===== config.mk =====
export PLATFORM = sky130hd
export DESIGN_NAME = cla_sub_pipe
export DESIGN_NICKNAME = d
export VERILOG_FILES = /design/src/rtl/cla_sub_pipe_pkg.sv /design/src/rtl/cla_sub_pipe_group.sv /design/src/rtl/cla_sub_pipe.sv
export SDC_FILE = /design/constraint.sdc
export NUM_CORES = 1
export LEC_CHECK = 0
export ABC_AREA = 1
export BUFFER_PORTS_ARGS = -buffer_cell sky130_fd_sc_hd__buf_2
export CAP_MARGIN = 0
export CELL_PAD_IN_SITES_DETAIL_PLACEMENT = 2
export CELL_PAD_IN_SITES_GLOBAL_PLACEMENT = 2
export CORE_ASPECT_RATIO = 0.6
export CORE_MARGIN = 3
export CORE_UTILIZATION = 25
export DETAILED_ROUTE_END_ITERATION = 8
export GPL_ROUTABILITY_DRIVEN = 0
export GPL_TIMING_DRIVEN = 0
export PLACE_DENSITY_LB_ADDON = 0.1
export SYNTH_ARGS = -nofsm -noshare
export SYNTH_HDL_FRONTEND = slang
export SYNTH_SLANG_ARGS = --single-unit

===== constraint.sdc =====
create_clock -name clk -period 3.7 [get_ports clk]
set_input_delay 0.185 -clock clk [delete_from_list [all_inputs] [get_ports clk]]
set_output_delay 0.185 -clock clk [all_outputs]
set_load 0.005 [all_outputs]

===== src/rtl/cla_sub_pipe_pkg.sv =====
// Shared widths and the group generate/propagate reduction for the pipelined CLA subtractor.
// Pure combinational helpers; no latency or backpressure of its own.
package cla_sub_pipe_pkg;

  localparam int WIDTH_DEF = 10;
  localparam int GROUP_DEF = WIDTH_DEF / 2;
  localparam int MAXW      = 32;

  typedef struct packed {
    logic g;
    logic p;
  } gp_t;

  // Folds bit-level g/p over bits [n-1:0] into one group G/P (bit 0 least significant).
  function automatic gp_t group_gp(input logic [MAXW-1:0] gv, input logic [MAXW-1:0] pv,
                                   input int n);
    gp_t r;
    r.g = 1'b0;
    r.p = 1'b1;
    for (int i = 0; i < MAXW; i++) begin
      if (i < n) begin
        r.g = gv[i] | (pv[i] & r.g);
        r.p = r.p & pv[i];
      end
    end
    return r;
  endfunction

endpackage


===== src/rtl/cla_sub_pipe_group.sv =====
// Combinational N-bit lookahead block: every bit carry is formed directly from cin.
// Zero latency; no handshake.
module cla_group
  import cla_sub_pipe_pkg::*;
#(
  parameter int N = GROUP_DEF
) (
  input  logic [N-1:0] x,
  input  logic [N-1:0] y,
  input  logic         cin,
  output logic [N-1:0] s,
  output logic         g,
  output logic         p,
  output logic         cout
);

  logic [MAXW-1:0] gv;
  logic [MAXW-1:0] pv;
  logic [N-1:0]    c;
  gp_t             grp;

  assign gv = MAXW'(x & y);
  assign pv = MAXW'(x ^ y);

  // Carry into bit i is the prefix G|P*cin over bits [i-1:0], not a ripple chain.
  always_comb begin
    gp_t pre;
    pre = '0;
    c   = '0;
    for (int i = 0; i < N; i++) begin
      pre  = group_gp(gv, pv, i);
      c[i] = pre.g | (pre.p & cin);
    end
  end

  assign grp  = group_gp(gv, pv, N);
  assign s    = x ^ y ^ c;
  assign g    = grp.g;
  assign p    = grp.p;
  assign cout = grp.g | (grp.p & cin);

endmodule


===== src/rtl/cla_sub_pipe.sv =====
// Two-stage CLA subtractor diff = a - b - bin; results appear one cycle after the accept edge.
// Full-rate under out_ready; when stalled, stage 1 fills once and then in_ready drops.
module cla_sub_pipe
  import cla_sub_pipe_pkg::*;
#(
  parameter int WIDTH = WIDTH_DEF,
  parameter int GROUP = WIDTH / 2
) (
  input  logic             clk,
  input  logic             reset,
  input  logic             in_valid,
  output logic             in_ready,
  input  logic [WIDTH-1:0] a,
  input  logic [WIDTH-1:0] b,
  input  logic             bin,
  output logic             out_valid,
  input  logic             out_ready,
  output logic [WIDTH-1:0] diff,
  output logic             bout,
  output logic             ovf
);

  localparam int HW = WIDTH - GROUP;

  typedef struct packed {
    logic [HW-1:0]    a_hi;
    logic [HW-1:0]    nb_hi;
    logic             c_lo;
    logic [GROUP-1:0] d_lo;
  } s1_t;

  logic s1_v;
  logic s2_v;
  logic s1_load;
  logic s2_load;
  s1_t  s1_dat;
  s1_t  s1_nxt;

  logic [GROUP-1:0] lo_s;
  logic             lo_g;
  logic             lo_p;
  logic             lo_cout;
  logic [HW-1:0]    hi_s;
  logic             hi_g;
  logic             hi_p;
  logic             hi_cout;
  logic             c_msb;
  logic             unused_grp;

  assign s2_load   = s1_v && (!s2_v || out_ready);
  assign in_ready  = !s1_v || !s2_v || out_ready;
  assign s1_load   = in_valid && in_ready;
  assign out_valid = s2_v;

  // a - b - bin == a + ~b + (1 - bin); internal carry is the inverted borrow.
  cla_group #(.N(GROUP)) u_lo (
    .x    (a[GROUP-1:0]),
    .y    (~b[GROUP-1:0]),
    .cin  (~bin),
    .s    (lo_s),
    .g    (lo_g),
    .p    (lo_p),
    .cout (lo_cout)
  );

  always_comb begin
    s1_nxt       = '0;
    s1_nxt.a_hi  = a[WIDTH-1:GROUP];
    s1_nxt.nb_hi = ~b[WIDTH-1:GROUP];
    s1_nxt.c_lo  = lo_g | (lo_p & ~bin);
    s1_nxt.d_lo  = lo_s;
  end

  cla_group #(.N(HW)) u_hi (
    .x    (s1_dat.a_hi),
    .y    (s1_dat.nb_hi),
    .cin  (s1_dat.c_lo),
    .s    (hi_s),
    .g    (hi_g),
    .p    (hi_p),
    .cout (hi_cout)
  );

  // Carry into the MSB recovered from its sum bit, avoiding an extra port.
  assign c_msb      = hi_s[HW-1] ^ s1_dat.a_hi[HW-1] ^ s1_dat.nb_hi[HW-1];
  assign unused_grp = ^{lo_cout, hi_g, hi_p};

  always_ff @(posedge clk) begin
    if (!reset) begin
      s1_v   <= 1'b0;
      s2_v   <= 1'b0;
      s1_dat <= '0;
      diff   <= '0;
      bout   <= 1'b0;
      ovf    <= 1'b0;
    end else begin
      if (s1_load)      s1_v <= 1'b1;
      else if (s2_load) s1_v <= 1'b0;

      if (s2_load)        s2_v <= 1'b1;
      else if (out_ready) s2_v <= 1'b0;

      if (s1_load) s1_dat <= s1_nxt;

      if (s2_load) begin
        diff <= {hi_s, s1_dat.d_lo};
        bout <= ~hi_cout;
        ovf  <= c_msb ^ hi_cout;
      end
    end
  end

endmodule


==> flow_summary.ini, run 1 <==
[run_status]
status = finished clean

[logic_synthesis]
ys_seq_area_share_pct = 39.5
syn_avg_cell_area_sq_um = 7.52
yosys.area.top_type_share_pct = 39.5
yosys-top-cells-area = dfxtp_1 40%, nor2_1 8.4%, ha_1 8.2%, inv_1 7.7%, o21ai_0 7.6%
synthFlopType = dfxtp_1
synth-edff-count = 0
syn_inst = 202
synthArstFlopShare_pct = 0
ys_seq_elements = 30
syn_area_sq_mm = 0.00152
synth_cell_types = 24
synth_top_area_cell = dfxtp_1
yosysWarnings = 0
syn-num-nets = 239

[run]
cap_violations = 0

[global_routing]
gr-total-overflow = 0
grt_pass1_wl_um = 7260
grt_max_degree = 11
antenna_found_initial = 0
track_usage_pct = 13.3
grt_pass1_vias = 1479

[place]
dpl.hpwl_um = 3430
placed_area_sq_mm = 0.00181
pre_cts_slack_ns = 2.06
io_buffers = 38

[drt]
finalWirelength_um = 4340
drt_pass1_iterations = 5
drc = 0
vias_per_cell = 4.32
drt_iter0_markers = 16
avgRoutedWirePerCell_um = 13.2
final_antenna_net_count = 0
dr_total_vias = 1418

[cells_and_area]
n_fill_cell = 707
synthToLayoutAreaGrowth_pct = 25.1
fin_nets = 284
multi_input_area_sq_um = 761
diodes = 0
register_area_sq_um = 601
drive_above_1_share_pct = 22.2
stdcell_area_sq_mm = 0.00190

[floorplanning]
die-area_sq_mm = 0.00708
die_width_um = 107
die_h_um = 66.4
core_area_sq_mm = 0.00573
ios = 39
initial_utilization_pct = 26.5
core.rowCount = 21

[cts]
clkTransAtPathRegs_ns = 0.07
cts.sinks = 30
post_cts_resized = 0
cts_hold_buf = 0
htree_levels = 2
root_buffer = clkbuf_8
clk_path_buf_depth = 2
cts_buffers = 5
cts_tree = done
clk_latency_ns = 0.29
cts_setup_buffers = 0

[sta]
fin_crit_ns = 1.64
drv_slew = 0
worstMarginPinSlew_ns = 0.468
finalSetupViolations = 0
rsz0062_at_grt = no
fin_ws_ns = 2.06
fin_skew_ns = 0.00811
whs_ns = 0.0629
slew_headroom_pct = 68.8
hold_viol = 0
fin_crit_sh_pct = 44.3
finalSetupTns_ns = 0
fmax_ghz = 0.610

[worst_setup_path]
crit_type = register to register
worstSetupStartpointType = register
reg2reg_slack_ns = 2.06
endpoint_kind = register
cp.required_ns = 3.89
worstPathArrival_ns = 1.83
cp_max_fo = 4

[power_and_ir_drop]
total_power_mw = 0.796
p_leak_nw = 0.995
ir_drop_uv = 112
powerDensity_mw_per_mm2 = 419

[hold_path]
hold_path_class = input port to register
==> final timing paths <==
path	depth (start not counted)	start	end
worst max-delay path	13	s1_dat[7]	ovf
worst min-delay path	2	b[8]	s1_dat[9]
worst max register to register	13	s1_dat[7]	ovf
worst min register to register	2	diff[2]	diff[2]
==> stage by stage <==
step                      cells  utilization (%)
final                       328             33.2
after detailed placement    320             31.6
after CTS                   328             33.2
after floorplan             202                -
after global placement      320             31.6
after global routing        328             33.2
==> per-layer routing <==
metal	global-route usage (%)	share of wire [%]
met5	0	0
met4	4.31	0.35
met3	3.61	4.3
met2	20.4	42
met1	18.2	54
==> cell families after synthesis <==
group	Yosys count	synth area share, %
compound gates	45	15.3
xor+xnor	7	4.04
fa+ha+maj	12	10.9
buf+inv	39	10.4
flops	30	39.5
simple gates	69	19.9
==> final cells by class <==
type                       count  share of cell area (%)
buffer                         6                    1.78
clock buffer                   7                    4.54
clock inverter                 1                   0.263
inverter                      33                    6.52
multi-input combinational    133                    40.0
sequential                    30                    31.6
tap                           80                    5.27
timing repair buffer          38                    10.0
==> sequential cells by signal (all words and copies together), names as in the netlist <==
register,count
bout,1
diff,10
out_valid,1
ovf,1
s1_dat,16
s1_v,1
==> cells in the mapped netlist, types with 3 or more instances <==
library cell	n
a21oi_1	17
buf_2	3
dfxtp_1	30
ha_1	10
inv_1	31
nand2_1	22
nand2_4	3
nand3_1	7
nor2_1	34
o21ai_0	23
xnor2_1	3
xor2_1	4
==> placed cells by master (no fill, tap or decap) <==
master / count
a211oi_1: 1
a21oi_1: 17
buf_2: 41
buf_6: 1
clkbuf_1: 3
clkbuf_8: 6
clkinv_1: 1
clkinv_2: 1
dfxtp_1: 30
fa_1: 2
ha_1: 10
inv_1: 31
inv_2: 1
nand2_1: 22
nand2_2: 1
nand2_4: 3
nand3_1: 7
nand3_2: 1
nor2_1: 34
o211ai_1: 1
o21ai_0: 23
o21ai_1: 2
o21bai_1: 1
or2_0: 1
xnor2_1: 3
xor2_1: 4
==> critical path, cell delays in order (launching register included) <==
cell and delay (ns):
dfxtp_1 0.32, ha_1 0.34, nand2_1 0.08, nand2_1 0.07
nand2_1 0.08, nand3_2 0.09, nand2_2 0.09, nand2_4 0.07
nand2_4 0.09, nand2_1 0.09, nand3_1 0.09, nand3_1 0.06
nand2_1 0.06, inv_1 0.03
==> report_power, final <==
part	leakage [nW]	internal, mW	switching [mW]	total (mW)
sequential	0.248	0.349	0.0140	0.363
clock	0.0482	0.150	0.131	0.281
combinational	0.698	0.0645	0.0885	0.153
No activity file was read; power rests on OpenSTA's default activity.
==> inputs of run 2 (changes only) <==
- clock period: 3.7 -> 1.4 ns (I/O delays scaled with it)
==> flow_summary.ini, run 2 (same netlist as run 1, synthesis figures left out) <==
[drt]
final_antenna_net_count = 0
drc = 0
dr_total_vias = 1469
drt_pass1_iterations = 4
vias_per_cell = 4.33
avgRoutedWirePerCell_um = 14.3
finalWirelength_um = 4850
drt_iter0_markers = 36

[cells_and_area]
instances_no_fill = 339
n_fill_cell = 687
synthToLayoutAreaGrowth_pct = 40.8
fin_nets = 296
largest_register_ffs = 16
diodes = 0
top_register = s1_dat
final_cell_mix = 39 x buf_2, 32 x nor2_1, 30 x inv_1, 25 x dfxtp_1, 21 x o21ai_0
mostFrequentLayoutCell = buf_2
reg_top3 = s1_dat x16, diff x10
drive_above_1_share_pct = 34.4

[floorplanning]
initial_utilization_pct = 26.5
core_area_sq_mm = 0.00573
ios = 39
die-area_sq_mm = 0.00708
core.rowCount = 21
die_h_um = 66.4
die_width_um = 107

[sta]
worstMarginPinSlew_ns = 0.481
whs_ns = 0.00773
fin_ws_ns = -0.186
slew_headroom_pct = 68.0
fin_crit_ns = 1.59
drv_slew = 0
hold_viol = 0
rsz0062_at_grt = yes
fin_crit_sh_pct = 113
finalSetupViolations = 3
fin_skew_ns = 0.00565
fmax_ghz = 0.630

[global_routing]
grt_max_degree = 11
antenna_found_initial = 0
gr-total-overflow = 0
grt_pass1_wl_um = 7930
use_met1_pct = 19.2
track_usage_pct = 14.8
grt-busiest-layer = met2
use_met2_pct = 24.1
met3_usage_pct = 3.61
grt_pass1_vias = 1571

[run_status]
violations = negative setup slack
status = finished, violations left

[worst_setup_path]
cp_cell_sequence = ha_4 -> nand2_2 -> nand2_2 -> nand2_2 -> nand3_4 -> nand2_4 -> nand2_4 -> nand2_4 -> nand2_4 -> nand2_2 -> nand3_2 -> nand3_2 -> nand2_1 -> inv_1
timing.rr.start = s1_dat[12]
max_stage_delay_ns = 0.34
endpoint_kind = register
r2r_end = ovf
slowest_stage = dfxtp_2
cp_max_fo = 4
worstPathArrival_ns = 1.78
reg2reg_slack_ns = -0.19
rr_worst_depth = 14
worstSetupStartpointType = register
cp.required_ns = 1.59
endpoint = ovf
crit_type = register to register
cp-startpoint = s1_dat[12]

[place]
io_buffers = 38
place_inst = 320
dpl.hpwl_um = 3480

[power_and_ir_drop]
p_leak_nw = 1.07
powerDensity_mw_per_mm2 = 1000
total_power_mw = 2.15
ir_drop_uv = 373

[cts]
root_buffer = clkbuf_8
cts_buffers = 5
clk_latency_ns = 0.29
clkTransAtPathRegs_ns = 0.07
cts_tree = done
clk_path_buf_depth = 2
cts.sinks = 30
htree_levels = 2

[hold_path]
hold_path_class = input port to register

[run]
cap_violations = 0
==> run 2: cell types whose count changed in the layout (fill, tap and decap cells not counted), sizes merged <==
cell,before,now
clkbuf,9,7
clkinv,2,3
inv,32,31
dlygate4sd3,0,6
buf,42,48
clkinvlp,0,1
==> run 2: timing repair <==
action                                  4_1_cts  5_1_grt
setup buffers                                 5        1
endpoints found under the setup margin       16       26
resized for setup                            10       22
pin swaps                                     7        9
endpoints found under the hold margin         6        0
hold buffers                                  6        0
==> run 2: layout make-up <==
class	instances	area, sq um	share of cell area (%)
Timing Repair Buffer	50	295	13.8
Multi-Input combinational cell	133	887	41.5
Clock buffer	5	68.8	3.22
Sequential cell	30	607	28.4
Tap cell	80	100	4.68
Clock inverter	2	10.0	0.468
Buffer	6	42.5	1.99
Inverter	33	128	5.97
==> run 2: worst min path at each step <==
| stage | startpoint | endpoint | slack [ns] | cells after the start |
|---|---|---|---|---|
| after floorplan | b[6] | s1_dat[7] | 0.15 | 1 |
| after global placement | b[7] | s1_dat[8] | 0.24 | 2 |
| after detailed placement | b[6] | s1_dat[7] | 0.25 | 2 |
| after CTS | a[7] | s1_dat[13] | 0.0009 | 3 |
| after global routing | a[7] | s1_dat[13] | 0.01 | 3 |
| final | a[7] | s1_dat[13] | 0.008 | 3 |
==> run 2: power breakdown <==
group / switching, mW / internal [mW] / leakage (nW)
Clock: 0.346 / 0.333 / 0.0438
Combinational: 0.274 / 0.225 / 0.776
Sequential: 0.0438 / 0.924 / 0.250
Total: 0.664 / 1.48 / 1.07
==> run 2: worst max-delay path, delay by kind of cell, from the launching register on <==
kind	cells	cell delay (ns)
adder cells (fa/ha/maj)	1	0.27
buffers and inverters	1	0.03
flip-flops	1	0.34
AND/OR/NAND/NOR	12	0.84
==> run 2: metrics by stage <==
step	setup WS [ns]	setup TNS, ns	util [%]	area, sq um
after detailed placement	-0.231	-0.784	32.2	1850
after global routing	-0.300	-0.691	37.3	2140
after floorplan	-0.0635	-0.0635	-	1560
final	-0.186	-0.311	37.3	2140
after global placement	-0.198	-0.593	32.2	1850
after CTS	-0.181	-0.297	36.0	2060
==> run 2: routing by layer <==
metal | part of all wire [%] | vias to the layer above
met3 | 4.0 | 7
li1 | - | 750
met5 | 0 | -
met1 | 49 | 688
met2 | 46 | 24
met4 | 1.5 | 0
==> inputs of run 3 (changes only) <==
- clock period: 1.4 -> 1.69 ns (I/O delays scaled with it)
==> flow_summary.ini, run 3 (same netlist as run 1, synthesis figures left out) <==
[cells_and_area]
stdcell_area_sq_mm = 0.00199
top_register = s1_dat
largest_register_ffs = 16
mostFrequentLayoutCell = buf_2
reg_top3 = s1_dat x16, diff x10
final_cell_mix = 41 x buf_2, 34 x nor2_1, 31 x inv_1, 27 x dfxtp_1, 23 x o21ai_0
diodes = 0
multi_input_area_sq_um = 788
synthToLayoutAreaGrowth_pct = 31.0
n_fill_cell = 695
fin_nets = 290
register_area_sq_um = 604
drive_above_1_share_pct = 24.4

[run_status]
status = finished clean

[sta]
worstMarginPinSlew_ns = 0.463
fmax_ghz = 0.634
finalSetupViolations = 0
fin_crit_sh_pct = 93.4
drv_slew = 0
slew_headroom_pct = 69.1
hold_viol = 0
fin_skew_ns = 0.00939
fin_crit_ns = 1.58

[power_and_ir_drop]
powerDensity_mw_per_mm2 = 891
ir_drop_uv = 245
p_leak_nw = 1.02
total_power_mw = 1.77

[cts]
clk_path_buf_depth = 2
cts_buffers = 5
cts_tree = done
root_buffer = clkbuf_8
cts.sinks = 30
clk_latency_ns = 0.29
clkTransAtPathRegs_ns = 0.07
htree_levels = 2

[floorplanning]
die_width_um = 107
die_h_um = 66.4
core.rowCount = 21
core_area_sq_mm = 0.00573
die-area_sq_mm = 0.00708
ios = 39
initial_utilization_pct = 26.5

[drt]
avgRoutedWirePerCell_um = 13.3
drt_pass1_iterations = 5
vias_per_cell = 4.35
drc = 0
drt_iter0_markers = 32
finalWirelength_um = 4460
final_antenna_net_count = 0
dr_total_vias = 1453

[place]
io_buffers = 38
placed_area_sq_mm = 0.00181
dpl.hpwl_um = 3430

[worst_setup_path]
cp.required_ns = 1.88
cp_common_cell = nand2_1
critPathBufInv = 1
critPathTopFamily = simple AND/OR/NAND/NOR gates
worstSetupStartpointType = register
cp_cell_sequence = ha_4 -> nand2_1 -> nand2_1 -> nand2_1 -> nand3_2 -> nand2_2 -> nand2_4 -> nand2_4 -> nand2_4 -> nand2_1 -> nand3_1 -> nand3_1 -> nand2_1 -> inv_1
cp_max_fo = 4
max_stage_delay_ns = 0.34
slowest_stage = dfxtp_2
worstPathArrival_ns = 1.77
endpoint_kind = register
crit_type = register to register

[global_routing]
grt_pass1_wl_um = 7390
grt_max_degree = 11
antenna_found_initial = 0
grt_pass1_vias = 1516
gr-total-overflow = 0
track_usage_pct = 13.6

[hold_path]
hold_path_class = input port to register

[run]
cap_violations = 0
==> run 3: changes by cell type in the layout (fill, tap and decap cells not counted), sizes merged <==
cell / before / now
buf: 48 / 43
inv: 31 / 32
clkinv: 3 / 2
clkinvlp: 1 / 0
clkbuf: 7 / 9
dlygate4sd3: 6 / 5
==> run 3: worst paths after layout <==
path                            slack (ns)    endpoint  depth (start not counted)        from
worst max-delay path                  0.11         ovf                         14  s1_dat[12]
worst min-delay path                  0.02  s1_dat[15]                          3        a[9]
worst min register to register        0.48     diff[2]                          2     diff[2]
worst max register to register        0.11         ovf                         14  s1_dat[12]
==> run 3: final cells by class <==
cell class              count  area share, %
inverters                  33           6.23
repair buffers             44           12.5
clock inverters             1          0.252
plain buffers               6           1.70
flip-flops and latches     30           30.4
multi-input cells         133           39.6
well taps                  80           5.03
clock buffers               7           4.34
==> run 3: timing repair <==
item,in CTS,in global routing
hold buffers,5,0
hold endpoints to repair,5,0
gates resized for setup,0,6
endpoints found under the setup margin,0,2
setup buffers,0,1
==> run 3: tightest hold or removal path: cells and delay by family <==
family,cells,cell delay (ns)
simple gates,2,0.12
buf+inv,1,0.07
==> run 3: power breakdown <==
| group | leakage [nW] | total (mW) | switching [mW] | internal [mW] |
|---|---|---|---|---|
| logic | 0.722 | 0.356 | 0.198 | 0.158 |
| clock network | 0.0482 | 0.618 | 0.289 | 0.329 |
| registers | 0.249 | 0.799 | 0.0341 | 0.765 |
==> run 3: per-stage QoR <==
stage                     utilization [%]  hold slack (ns)  worst slack (ns)  instances  setup TNS [ns]
after detailed placement             31.6            0.266            0.0486        320               0
after global placement               31.6            0.259            0.0807        320               0
after floorplan                         -            0.174             0.224        202               0
after global routing                 34.7           0.0348           -0.0220        334         -0.0220
after CTS                            34.1           0.0168            0.0372        333               0
final                                34.7           0.0221             0.112        334               0
==> run 3: routing by layer <==
layer	global-route usage, %	vias up	share of wire [%]
li1	-	740	-
met1	18.3	686	52
met2	21.2	23	43
met3	3.61	4	4.0
met4	4.31	0	0.34
met5	0	-	0
